<file path="src/rtl/mc_control.sv">
// mc_control: multicycle control unit for the RV32I core.
//
// A Moore state machine that sequences the shared ALU, register file,
// unified instruction/data memory and PC register over several cycles per
// instruction. The branch decision is folded into pc_write, the unit counts
// retired instructions and parks in TRAP on an unsupported opcode.
//
// Optional feature: define MC_BRANCH_ALL_EN to resolve beq/bne/blt/bge in
// BRANCH. Without it only beq can be taken and lt is ignored.
//
// Ports:
//   clk, rst_n          core clock (rising edge), async active-low reset
//   opcode, funct3      instruction fields from the instruction register
//   zero, lt            ALU flags (lt used only with MC_BRANCH_ALL_EN)
//   mem_ready           memory completes the current access this cycle
//   pc_write, ir_write  PC / instruction-register load enables
//   mem_read, mem_write memory strobes
//   reg_write           register-file write enable
//   adr_src             memory address select (0 = PC, 1 = ALU-out register)
//   alu_src_a/b, alu_op ALU operand selects and operation
//   result_src          result select
//   state               current state, for debug
//   illegal             high while trapped
//   retired             16-bit wrapping retired-instruction count
module mc_control (
  input  logic        clk,
  input  logic        rst_n,
  input  logic [6:0]  opcode,
  input  logic [2:0]  funct3,
  input  logic        zero,
  input  logic        lt,
  input  logic        mem_ready,
  output logic        pc_write,
  output logic        ir_write,
  output logic        mem_read,
  output logic        mem_write,
  output logic        reg_write,
  output logic        adr_src,
  output logic [1:0]  alu_src_a,
  output logic [1:0]  alu_src_b,
  output logic [1:0]  alu_op,
  output logic [1:0]  result_src,
  output logic [3:0]  state,
  output logic        illegal,
  output logic [15:0] retired
);

  typedef enum logic [3:0] {
    S_FETCH    = 4'd0,
    S_DECODE   = 4'd1,
    S_MEMADR   = 4'd2,
    S_MEMREAD  = 4'd3,
    S_MEMWB    = 4'd4,
    S_MEMWRITE = 4'd5,
    S_EXECR    = 4'd6,
    S_ALUWB    = 4'd7,
    S_EXECI    = 4'd8,
    S_JAL      = 4'd9,
    S_BRANCH   = 4'd10,
    S_TRAP     = 4'd11
  } state_t;

  state_t cur;
  state_t nxt;
  logic   taken;
  logic   retire;
  logic   pc_write_raw;
  logic   ir_write_raw;
  logic   mem_read_raw;
  logic   mem_write_raw;
  logic   reg_write_raw;
  logic   illegal_raw;

  assign state = cur;

`ifdef MC_BRANCH_ALL_EN
  // Branch condition for the full beq/bne/blt/bge set.
  always_comb begin
    taken = 1'b0;
    case (funct3)
      3'b000:  taken = zero;
      3'b001:  taken = ~zero;
      3'b100:  taken = lt;
      3'b101:  taken = ~lt;
      default: taken = 1'b0;
    endcase
  end
`else
  // Only beq is supported; lt is deliberately left unconnected.
  logic unused_lt;
  assign unused_lt = lt;
  assign taken     = zero & (funct3 == 3'b000);
`endif

  // Next-state decode.
  always_comb begin
    nxt = cur;
    case (cur)
      S_FETCH:    nxt = mem_ready ? S_DECODE : S_FETCH;
      S_DECODE: begin
        case (opcode)
          7'b0000011, 7'b0100011: nxt = S_MEMADR;
          7'b0110011:             nxt = S_EXECR;
          7'b0010011:             nxt = S_EXECI;
          7'b1101111:             nxt = S_JAL;
          7'b1100011:             nxt = S_BRANCH;
          default:                nxt = S_TRAP;
        endcase
      end
      // opcode is still the lw/sw seen in DECODE; bit 5 separates them.
      S_MEMADR:   nxt = (opcode == 7'b0100011) ? S_MEMWRITE : S_MEMREAD;
      S_MEMREAD:  nxt = mem_ready ? S_MEMWB : S_MEMREAD;
      S_MEMWB:    nxt = S_FETCH;
      S_MEMWRITE: nxt = mem_ready ? S_FETCH : S_MEMWRITE;
      S_EXECR:    nxt = S_ALUWB;
      S_EXECI:    nxt = S_ALUWB;
      S_ALUWB:    nxt = S_FETCH;
      S_JAL:      nxt = S_ALUWB;
      S_BRANCH:   nxt = S_FETCH;
      S_TRAP:     nxt = S_TRAP;
      default:    nxt = S_TRAP;
    endcase
  end

  // An instruction retires when one of its final states hands back to FETCH.
  assign retire = (nxt == S_FETCH) &&
                  ((cur == S_MEMWB) || (cur == S_MEMWRITE) ||
                   (cur == S_ALUWB) || (cur == S_BRANCH));

  // State register and retired-instruction counter.
  always_ff @(posedge clk or negedge rst_n) begin
    if (!rst_n) begin
      cur     <= S_FETCH;
      retired <= 16'd0;
    end else begin
      cur <= nxt;
      if (retire) begin
        retired <= retired + 16'd1;
      end else begin
        retired <= retired;
      end
    end
  end

  // Moore output decode; FETCH and BRANCH also look at mem_ready / taken.
  always_comb begin
    pc_write_raw  = 1'b0;
    ir_write_raw  = 1'b0;
    mem_read_raw  = 1'b0;
    mem_write_raw = 1'b0;
    reg_write_raw = 1'b0;
    illegal_raw   = 1'b0;
    adr_src       = 1'b0;
    alu_src_a     = 2'b00;
    alu_src_b     = 2'b00;
    alu_op        = 2'b00;
    result_src    = 2'b00;
    case (cur)
      S_FETCH: begin
        mem_read_raw = 1'b1;
        alu_src_b    = 2'b10;
        result_src   = 2'b10;
        ir_write_raw = mem_ready;
        pc_write_raw = mem_ready;
      end
      S_DECODE: begin
        alu_src_a = 2'b01;
        alu_src_b = 2'b01;
      end
      S_MEMADR: begin
        alu_src_a = 2'b10;
        alu_src_b = 2'b01;
      end
      S_MEMREAD: begin
        adr_src      = 1'b1;
        mem_read_raw = 1'b1;
      end
      S_MEMWB: begin
        result_src    = 2'b01;
        reg_write_raw = 1'b1;
      end
      S_MEMWRITE: begin
        adr_src       = 1'b1;
        mem_write_raw = 1'b1;
      end
      S_EXECR: begin
        alu_src_a = 2'b10;
        alu_op    = 2'b10;
      end
      S_EXECI: begin
        alu_src_a = 2'b10;
        alu_src_b = 2'b01;
        alu_op    = 2'b10;
      end
      S_ALUWB: begin
        reg_write_raw = 1'b1;
      end
      S_JAL: begin
        alu_src_a    = 2'b01;
        alu_src_b    = 2'b10;
        pc_write_raw = 1'b1;
      end
      S_BRANCH: begin
        alu_src_a    = 2'b10;
        alu_op       = 2'b01;
        pc_write_raw = taken;
      end
      S_TRAP: begin
        illegal_raw = 1'b1;
      end
      default: begin
        illegal_raw = 1'b1;
      end
    endcase
  end

  // The reset state is FETCH, so the strobes are gated to stay quiet while
  // rst_n is held low.
  assign pc_write  = pc_write_raw  & rst_n;
  assign ir_write  = ir_write_raw  & rst_n;
  assign mem_read  = mem_read_raw  & rst_n;
  assign mem_write = mem_write_raw & rst_n;
  assign reg_write = reg_write_raw & rst_n;
  assign illegal   = illegal_raw   & rst_n;

endmodule

</file>
<file path="config.mk">
export PLATFORM = sky130hd
export DESIGN_NAME = mc_control
export DESIGN_NICKNAME = d
export VERILOG_FILES = /design/src/rtl/mc_control.sv
export SDC_FILE = /design/constraint.sdc
export NUM_CORES = 1
export LEC_CHECK = 0
export BUFFER_PORTS_ARGS = -buffer_cell sky130_fd_sc_hd__buf_2
export CELL_PAD_IN_SITES_DETAIL_PLACEMENT = 1
export CELL_PAD_IN_SITES_GLOBAL_PLACEMENT = 2
export CORE_ASPECT_RATIO = 0.5
export CORE_UTILIZATION = 30
export CTS_BUF_LIST = sky130_fd_sc_hd__clkbuf_4 sky130_fd_sc_hd__clkbuf_8 sky130_fd_sc_hd__clkbuf_16
export DETAILED_ROUTE_END_ITERATION = 10
export GPL_ROUTABILITY_DRIVEN = 0
export GPL_TIMING_DRIVEN = 0
export PLACE_DENSITY_LB_ADDON = 0.1
export SYNTH_ARGS = -nofsm -noshare
export SYNTH_HDL_FRONTEND = slang
export SYNTH_SLANG_ARGS = --single-unit
</file>
<file path="constraint.sdc">
create_clock -name clk -period 2.46 [get_ports clk]
set_input_delay 0 -clock clk [delete_from_list [all_inputs] [get_ports clk]]
set_output_delay 0 -clock clk [all_outputs]
set_load 0.005 [all_outputs]
</file>
## Word level (Yosys, flattened, before mapping)

Cells that the tools add are included.

- Flip-flop bits (word level): 20
- Input port bits: 15
- Output and inout port bits: 35
- Word-level logic and storage cells: 62

- $add $sub $neg: 1
- Eq/ne operators: 16
- Muxes and demuxes: 17
- Bitwise operators: 7
- Reduce and logical (&&, ||, !) cells: 19

Operators with widths:

| cell | number |
|---|---|
| case mux 4 bit (7 select lines) | 1 |
| case mux 4 bit (5 select lines) | 1 |
| adder 16 x 1 -> 16 bit, second input constant | 1 |
| equality test 4 x 3 -> 1 bit, second input constant | 4 |
| case mux 2 bit (2 select lines) | 4 |
| equality test 7 x 6 -> 1 bit, second input constant | 2 |
| equality test 7 bit, second input constant | 2 |
| OR reduction 2 bit | 7 |
| equality test 4 bit, second input constant | 3 |
| OR reduction 11 bit | 1 |
| 2-to-1 mux 3 bit | 3 |
| OR reduction 3 bit | 3 |
| equality test 4 x 2 -> 1 bit, second input constant | 2 |
| zero test 4 bit | 2 |
| AND 1 bit | 7 |
| equality test 7 x 2 -> 1 bit, second input constant | 1 |
| equality test 7 x 5 -> 1 bit, second input constant | 1 |
| 2-to-1 mux 1 bit | 7 |
| equality test 4 x 1 -> 1 bit, second input constant | 1 |
| OR reduction 4 bit | 1 |
| zero test 3 bit | 1 |
| logical OR 1 bit | 3 |
| case mux 1 bit (3 select lines) | 1 |
| logical AND 1 bit | 1 |

## Longest topological paths before layout

- Depth in word-level cells: 6
- Depth in mapped cells: 7
- Gate-level depth less buffers: 5

## Worst setup path before layout

No wires, ideal clock.

- Path kind: reg-to-reg
- From: register cur[2] (netlist: state[2])
- To: register retired[11]
- Library setup time: 0.126 ns
- Arrival: 1.441 ns
- Required time: 2.334 ns
- Path slack: 0.893 ns
- Stages on the path, launching flop included: 7
- Buffers on the path: 2
- Clock period less this slack: 1.567 ns
- Path through: dfrtp_1 buf_6 nand2b_4 a221oi_4 buf_6 nand4_1 xnor2_1

- Word-level cells in the longest chain between the ends: 5
- Elaborated cells on any way between the ends: 19
- Classes of those cells: eq/ne: 10; mux: 1; reduce/logical: 8

RTL lines:

| element | RTL line | text |
|---|---|---|
| from (decl) | 63 | `state_t cur;` |
| from (signal assigned) | 136 | `cur <= nxt;` |
| equality test 4 x 3 -> 1 bit, or another cell as far along | 98, 127 |  |
| OR reduction 3 bit (no line) / logical OR 1 bit (equally long branches) | - |  |
| case mux 4 bit (7 select lines) / logical OR 1 bit (equally long branches) | 98, 127 |  |
| zero test 4 bit / logical OR 1 bit (equally long branches) | 126, 128 |  |
| logical AND 1 bit * | 126 | `assign retire = (nxt == S_FETCH) &&` |
| to (signal assigned) | 138 | `retired <= retired + 16'd1;` |
| to (signal assigned) | 140 | `retired <= retired;` |
| to (decl) | 45 | `output logic [15:0] retired` |

Every way passes the cells marked *; elsewhere a longest branch is shown, timed or not.
A chain may end at the register's enable or synchronous reset.

## Worst setup path after layout

- From: register cur[0] (netlist: state[0])
- To: register retired[13]

The elaborated chain is that of the path after synthesis.

==> summary.md <==
| Metric | Value |
|---|---|
| Area share of the largest cell type after synthesis | 0.376 |
| Initial DRC Count | 20 |
| Main synth FF type | dfrtp_1 |
| Placed wire-length estimate | 2800 µm |
| Hold Vio Cnt, Final | 0 |
| Clk_skew | 1.36 ps |
| First-pass GRT wire length | 6280 µm |
| Worst setup SP type | flip-flop |
| Final Core Density | 0.416 |
| GRT Total Usage | 0.170 |
| Setup-failing EPs final | 0 |
| Rows | 16 |
| CTS tree | done |
| Post-CTS resize count | 0 |
| Pins Over Slew Limit | 0 |
| Max Root-Sink Buffers | 2 |
| Part of the Yosys area used for sequential elements | 0.376 |
| Post-CTS Hold Fix Bufs | 1 |
| Required time of the worst setup path | 2600 ps |
| Vias per cell | 5.08 |
| Clk_lat worst skew | 250 ps |
| Clk slew on worst S/H paths | 70 ps |
| CTS buffer count | 3 |
| Drt first pass iters | 4 |
| Final WS setup | 647 ps |
| Final Cycle Share | 0.737 |
| RSZ-0062 raised after global routing | false |
| Maxcap violations | 0 |
| Setup CP Type | reg -> reg |
| Cell variety after synth | 40 |
| I/O pin count | 50 |
| Mapped Cells | 151 |
| Syn avg cell area | 8.81 µm² |
| DIE HEIGHT | 49.1 µm |
| Mapped Area | 1330 µm² |
| Drt total wl | 3720 µm |
| Most common cell after layout, fill and taps aside | buf_2 |
| Leading area contributor after synthesis | dfrtp_1 |
| Sink Count | 20 |
| Hold Crit Class | in -> reg |
| Nets@finish | 221 |
| Peak VDD IR | 0.000257 V |
| Worst path cell trace | inv_1 -> nor2_1 -> a221oi_4 -> buf_6 -> nand4_1 -> xnor2_1 |
| Outcome | completed |
| Core Region | 4060 µm² |
| Synth Register Bits | 20 |
| Largest net degree at the start of global routing | 26 |
| Share of async-settable or async-resettable flops after synthesis | 1.00 |
| Crit end category | flip-flop |
| Grt ovf | 0 |
| Vias in the first global route | 1300 |
| Worst path arrival time | 1960 ps |
| Initial Utilization | 0.327 |
| Post-synth EDFFs | 0 |
| Antenna viol nets, final | 0 |
| ANT cells | 0 |
| Post-place setup slack | 682 ps |
| Postcts setup bufs | 0 |
| Initial antenna violation count | 0 |
| Least-Margin Pin Slew | 548 ps |
| DIE AREA | 4720 µm² |
| Slowest CP cell | dfrtp_1 |
| Layout cells sized above 1 | 0.310 |
| Leak Pwr | 0.811 nW |
| Rel. slew slack | 0.635 |
| Drt wl/cell | 14.5 µm |
| Power per Cell Area | 348 nW/µm² |
| Synth-to-Final Area Change | 27.0% |
| F_max | 552 MHz |
| Max stage delay on crit path | 440 ps |
| Setup TNS | 0 ps |
| DRC viols | 0 |
| Crit Path Max Fanout | 10 |
| Root Driver | clkbuf_8 |
| Synth top area cells | dfrtp_1 (38%), xnor2_1 (9.2%), nand4_1 (3.8%) |
| Mapped Nets | 167 |
| Die extent in x | 96.2 µm |
| H-tree Lvls | 1 |
| Crit path time final | 1810 ps |
| Most frequent cells in the layout | buf_2 (50), dfrtp_1 (20), xnor2_1 (14) |
| PortBufs | 48 |
| Via count | 1305 |
| Yosys Warn Count | 0 |
-- cell families (layout without fill, tap and decap cells) --
kind of cell	after synthesis	in the layout	synth area share
xor gates and xnor gates	17	17	0.112
AOI/OAI and AO/OA	25	25	0.135
and+or+nand+nor	73	73	0.304
adders and majority gates	1	1	0.00941
buffers and inverters	14	66	0.0555
DFF	20	20	0.376
muxes	1	1	0.00847
-- flip-flops by register name (all words and copies together), names as in the netlist --
signal and count:
retired 16, state 4
-- area by class of cell --
type,instances,area (µm²)
fillers,523,2370
multi-input cells,117,756
well taps,54,67.6
flip-flops and latches,20,500
repair buffers,49,250
clock buffers,3,41.3
inverters,4,15.0
plain buffers,10,58.8
-- cell usage after synthesis (all sizes together), types with 3 or more instances --
master,n
a211oi,3
a21oi,6
and3,7
buf,6
clkbuf,4
dfrtp,20
inv,4
nand2,11
nand2b,4
nand3,8
nand4,8
nor2,13
nor3,6
nor3b,3
nor4,3
o21ai,7
xnor2,14
xor2,3
-- critical path: cells and delay by family, from the launching register on --
kind / cells / cell delay, ps
flops: 1 / 440
xor+xnor: 1 / 160
compound gates: 1 / 440
simple gates: 2 / 270
buf+inv: 2 / 400
-- layer usage --
layer,GRT usage,wire length (µm)
met4,0.0149,8
met2,0.283,1680
met5,0,0
met3,0.0374,161
met1,0.235,1870
-- where the power goes --
| part | internal [mW] | total [mW] | switching (mW) |
|---|---|---|---|
| Clock | 0.109 | 0.211 | 0.102 |
| Sequential | 0.330 | 0.332 | 0.00169 |
| Combinational | 0.0187 | 0.0450 | 0.0263 |
| Total | 0.458 | 0.588 | 0.130 |
-- stage by stage --
step / cell area, µm² / std cells / power (mW) / hold WS [ps]
5_1_grt: 1690 / 257 / 0.625 / 167
3_3_place_gp: 1640 / 253 / 0.381 / 12.4
3_5_place_dp: 1640 / 253 / 0.383 / 18.0
2_1_floorplan: 1330 / 151 / 0.355 / -296
4_1_cts: 1690 / 257 / 0.603 / 110
6_report: 1690 / 257 / 0.588 / 115
-- worst paths after layout --
path	start	end	slack, ps	cells past startpoint
max	state[0]	retired[13]	650	6
min	opcode[4]	state[1]	120	4
max reg2reg	state[0]	retired[13]	650	6
min reg2reg	retired[15]	retired[15]	470	1
max in group asynchronous	rst_n	retired[10]	1840	2
min in group asynchronous	rst_n	retired[1]	260	2
Power figures use the tool's default switching activity.
